[src/rtl/imem_responder.sv]
// imem_responder: memory end of the core's instruction-fetch interface.
// Accepts byte-address fetches over valid/ready and returns the 32-bit word
// through a single response register. A side load port writes program words,
// and it keeps working while rst is asserted.
// Optional feature: define IMEM_FETCH_CNT_EN to enable the saturating
// accepted-fetch counter on fetch_count; otherwise fetch_count is tied to 0.
module imem_responder #(
  parameter int          ADDR_W      = 8,
  parameter int          DEPTH       = 64,
  parameter logic [31:0] RESET_INSTR = 32'h0000_0013
) (
  input  logic                     clk,
  input  logic                     rst,
  input  logic                     req_valid,
  output logic                     req_ready,
  input  logic [ADDR_W-1:0]        req_addr,
  output logic                     rsp_valid,
  input  logic                     rsp_ready,
  output logic [31:0]              rsp_instr,
  output logic                     rsp_err,
  input  logic                     load_en,
  input  logic [$clog2(DEPTH)-1:0] load_addr,
  input  logic [31:0]              load_data,
  output logic [15:0]              fetch_count
);

  localparam int AW = $clog2(DEPTH);

  logic [31:0]       mem [DEPTH];
  logic [ADDR_W-3:0] req_word;
  logic [AW-1:0]     rd_idx;
  logic              req_err;
  logic              load_ok;
  logic              bypass;
  logic [31:0]       rd_data;
  logic              accept;

  // Decode the fetch address and pick the read word, forwarding a same-edge load.
  always_comb begin
    req_word  = req_addr[ADDR_W-1:2];
    rd_idx    = AW'(req_word);
    req_err   = (req_addr[1:0] != 2'b00) || (32'(req_word) >= 32'(DEPTH));
    load_ok   = load_en && (32'(load_addr) < 32'(DEPTH));
    bypass    = load_ok && (load_addr == rd_idx);
    rd_data   = bypass ? load_data : mem[rd_idx];
    req_ready = !rst && (!rsp_valid || rsp_ready);
    accept    = req_valid && req_ready;
  end

  // Program storage: never reset, so a preload done under rst survives it.
  always_ff @(posedge clk) begin
    if (load_ok) begin
      mem[load_addr] <= load_data;
    end
  end

  // Response register: loads on accept, holds until consumed, then drops valid.
  always_ff @(posedge clk) begin
    if (rst) begin
      rsp_valid <= 1'b0;
      rsp_err   <= 1'b0;
      rsp_instr <= RESET_INSTR;
    end else if (accept) begin
      rsp_valid <= 1'b1;
      rsp_err   <= req_err;
      rsp_instr <= req_err ? RESET_INSTR : rd_data;
    end else if (rsp_ready) begin
      rsp_valid <= 1'b0;
    end
  end

`ifdef IMEM_FETCH_CNT_EN
  logic [15:0] cnt_q;

  // Accepted-fetch counter, error fetches included; sticks at all-ones.
  always_ff @(posedge clk) begin
    if (rst) begin
      cnt_q <= 16'h0;
    end else if (accept && (cnt_q != 16'hFFFF)) begin
      cnt_q <= cnt_q + 16'h1;
    end
  end

  assign fetch_count = cnt_q;
`else
  assign fetch_count = 16'h0;
`endif

endmodule
[config.mk]
export PLATFORM = sky130hd
export DESIGN_NAME = imem_responder
export DESIGN_NICKNAME = d
export VERILOG_FILES = /design/src/rtl/imem_responder.sv
export SDC_FILE = /design/constraint.sdc
export NUM_CORES = 2
export LEC_CHECK = 0
export BUFFER_PORTS_ARGS = -buffer_cell sky130_fd_sc_hd__buf_2
export CAP_MARGIN = 5
export CORE_MARGIN = 2
export CORE_UTILIZATION = 46
export DETAILED_ROUTE_END_ITERATION = 10
export PLACE_DENSITY = 0.63
export REMOVE_ABC_BUFFERS = 1
export SYNTH_ARGS = -nofsm -noshare
export SYNTH_HDL_FRONTEND = slang
export SYNTH_SLANG_ARGS = --single-unit
[constraint.sdc]
create_clock -name clk -period 10.3 [get_ports clk]
set_clock_uncertainty 0.05 [all_clocks]
set_input_delay 0.515 -clock clk [delete_from_list [all_inputs] [get_ports clk]]
set_output_delay 0.515 -clock clk [all_outputs]
set_load 0.01 [all_outputs]
==> metrics.txt <==
run status finished, final reports clean; WP data required 10.96 ns; Crit Path Class input port to register; Clock Power Share 40.7%; #FFs+latches synth 2082; dpl hpwl 115000 um; Final Non-Filler Cells 6186; DR vias 38800; Min Clock Period, post-route 3.97 ns; leakage power 27.8 nW; sw frac 21.4%; DR pass1 iterations 6; async set or reset register ratio after synthesis 0%; DRT Wirelength 215000 um; hold path start req_addr[6]; Main synth FF type edfxtp_1; Final Hold Viols 0; TritonCTS Sinks 2082; Placeable Area 173000 um^2; PwrDens 192 nW/um^2; Syn Inst Count 3461; Initial DRC Count 5633; sequential power share 54.2%; final core occ 52.1%; Post-synth EDFFs 2048; cell row count 153; setup TNS 0 ns; number of routed nets with antenna violations 0; worst-path fanout max 91; IO Count 102; post-synthesis cell type count 41; Remaining Overflow, GRT 0; r2r endpoint rsp_instr[30]; worst-skew pair later-pin latency 0.84 ns; CP Cell Sequence buf_8 -> buf_12 -> buf_12 -> mux4_2 -> mux2_2 -> a22oi_1 -> o2111ai_1 -> o41a_1; Arrival @ worst endpoint 4.63 ns; maximum number of pins on one net before global-route repair 122; period utilization 38.6%; RSZ-0062 raised after global routing no; fin. max-slew vios 0; vias in the first global route 38000; CP dominant cell by count buf_12; reg2reg path depth 5; H-tree levels 4; Port Buf Inserts 85; Hold Crit Depth 3; Max Cap Viol 0; maximum clock frequency 252 MHz; Final Setup Violations 0; vias per cell 6.26; CP max stage cell buf_12; Seq/Total Area, Yosys 77.7%; Mapped Area 80000 um^2; min setup slack post-route 6.33 ns; Yosys warning count 0; reg2reg setup slack 7.53 ns; dpl cells 5810; P_sw 3.71 mW; Worst path max stage delay 0.63 ns; Critical Path Source req_addr[2]; Clock Tree Root clkbuf_16; DP Worst Slack 5.32 ns; Int Power 13.6 mW; Clock Tree Buf Depth 3; Initial Util 46.2%; clock transition at the registers of the reported paths 0.07 ns; nets@finish 3741; first-pass GRT wire length 300000 um; layout cells sized above 1 30.4%; combinational power share 5.1%; class of the worst hold path input port to register; Die Span Y 421 um; Num CTS Buffers 198; post_cts resized 0; initial antenna violation count 19; DRC viols 0; reg2reg start rsp_valid; Die W 421 um; area delta synth->final 12.8%; Synth area leader edfxtp_1; top-area cell type share of the netlist area 76.9%; CP endpoint kind register; GRT Total Usage 24.2%; synthesized area per cell 23.1 um^2; Hold Path Sink rsp_instr[4]; drt wl/cell 34.7 um; Setup crit start kind input port; largest cells by area after synthesis edfxtp_1 77%, mux4_2 15%, mux2i_1 1.0%, dfxtp_1 0.85%, mux2_2 0.73%; Slew @ Worst Pin 1.36 ns; Final GP Congestion 0.872; Max transition margin 8.59%; Die ar. 177000 um^2; CTS tree yes; maximum VDD drop 0.132 mV
-- kinds of logic after synthesis --
group,share of synthesized area [%]
AOI/OAI and AO/OA,2.25
muxes,17.2
and+or+nand+nor,1.41
DFF,77.7
other,0.00469
xor gates and xnor gates,0.0657
buffers and inverters,1.34
-- area by class of cell --
cell class,instances,area [um^2]
Fill cell,13300,83000
Sequential cell,2082,62200
Tap cell,2325,2910
Clock buffer,252,5210
Multi-Input combinational cell,1179,17300
Clock inverter,114,1020
Inverter,2,7.51
Timing Repair Buffer,227,1620
Antenna cell,5,12.5
-- power by group through the flow --
stage | combinational, mW | clock (mW) | sequential [mW]
2_1_floorplan | 0.353 | 0 | 9.55
3_3_place_gp | 0.869 | 0 | 9.56
3_5_place_dp | 0.879 | 0 | 9.56
4_1_cts | 0.883 | 7.12 | 9.38
5_1_grt | 0.921 | 7.45 | 9.38
6_report | 0.881 | 7.03 | 9.38
-- cells in the mapped netlist (all sizes together), types with 3 or more instances --
master,count
a211oi,55
a21oi,40
a22oi,50
a31oi,3
a32oi,3
and2,14
buf,118
clkbuf,95
dfxtp,34
edfxtp,2048
mux2,52
mux2i,81
mux4,549
nand2,40
nand2b,6
nand3,12
nor2,99
nor2b,45
nor3,4
nor4,3
o2111ai,24
o21ai,8
o31ai,25
o32ai,3
o41a,25
xnor2,6
-- sequential cells by signal (all words and copies together), names as in the netlist --
name and count:
rsp_instr 32, mem 2048, rsp_valid 1, rsp_err 1
-- how the worst max path moves through the flow --
stage | end | slack [ns] | depth (start not counted)
3_5_place_dp | rsp_instr[25] | 5.32 | 8
4_1_cts | rsp_instr[25] | 6.22 | 8
3_3_place_gp | rsp_instr[25] | 5.30 | 8
6_report | rsp_instr[9] | 6.33 | 8
2_1_floorplan | mem[48][0] | 6.62 | 3
5_1_grt | rsp_instr[25] | 6.10 | 8
-- through the flow --
step | hold slack [ns] | total power [mW] | area [um^2]
after detailed placement | 0.409 | 10.4 | 84000
final | 0.193 | 17.3 | 90300
after global placement | 0.406 | 10.4 | 84000
after floorplan | 0.447 | 9.91 | 79000
after CTS | 0.145 | 17.4 | 90200
after global routing | 0.155 | 17.8 | 90300
-- per-layer routing --
metal | part of all wire, % | vias to the layer above | track usage (%)
met2 | 47 | 2120 | 37.6
met1 | 39 | 21000 | 33.8
met5 | 0.026 | - | 0
li1 | - | 15300 | -
met3 | 9.9 | 374 | 5.61
met4 | 3.7 | 8 | 8.79
-- critical path, delay by kind of cell --
family | cells | cell delay, ns
buffers and inverters | 3 | 1.74
AO/OA/AOI/OAI | 3 | 1.16
multiplexers | 2 | 0.89
-- layout by cell type, fill, tap and decap left out, types with 7 or more instances in the layout --
cell type | synthesis | layout
buf_4 | 26 | 131
conb_1 | 1 | 16
bufinv_16 | 0 | 13
clkbuf_16 | 0 | 199
nand3_1 | 12 | 11
a21oi_1 | 40 | 40
and2_1 | 14 | 14
o41a_1 | 25 | 25
clkbuf_1 | 95 | 50
mux4_2 | 549 | 549
mux2_2 | 52 | 52
clkinv_1 | 0 | 45
mux2i_1 | 81 | 81
buf_2 | 65 | 81
a211oi_1 | 55 | 49
nor2_1 | 99 | 35
clkinv_2 | 0 | 29
nand2_1 | 40 | 40
o21ai_0 | 8 | 7
edfxtp_1 | 2048 | 2048
nor2_4 | 0 | 62
nor2b_1 | 45 | 45
o2111ai_1 | 24 | 24
dfxtp_1 | 34 | 34
o31ai_1 | 25 | 25
clkinvlp_4 | 0 | 11
a22oi_1 | 50 | 50
-- timing repair --
action	CTS	global route
setup buffers	0	0
endpoints found under the hold margin	2	0
hold buffers	4	0
(Power assumes the default switching activity.)
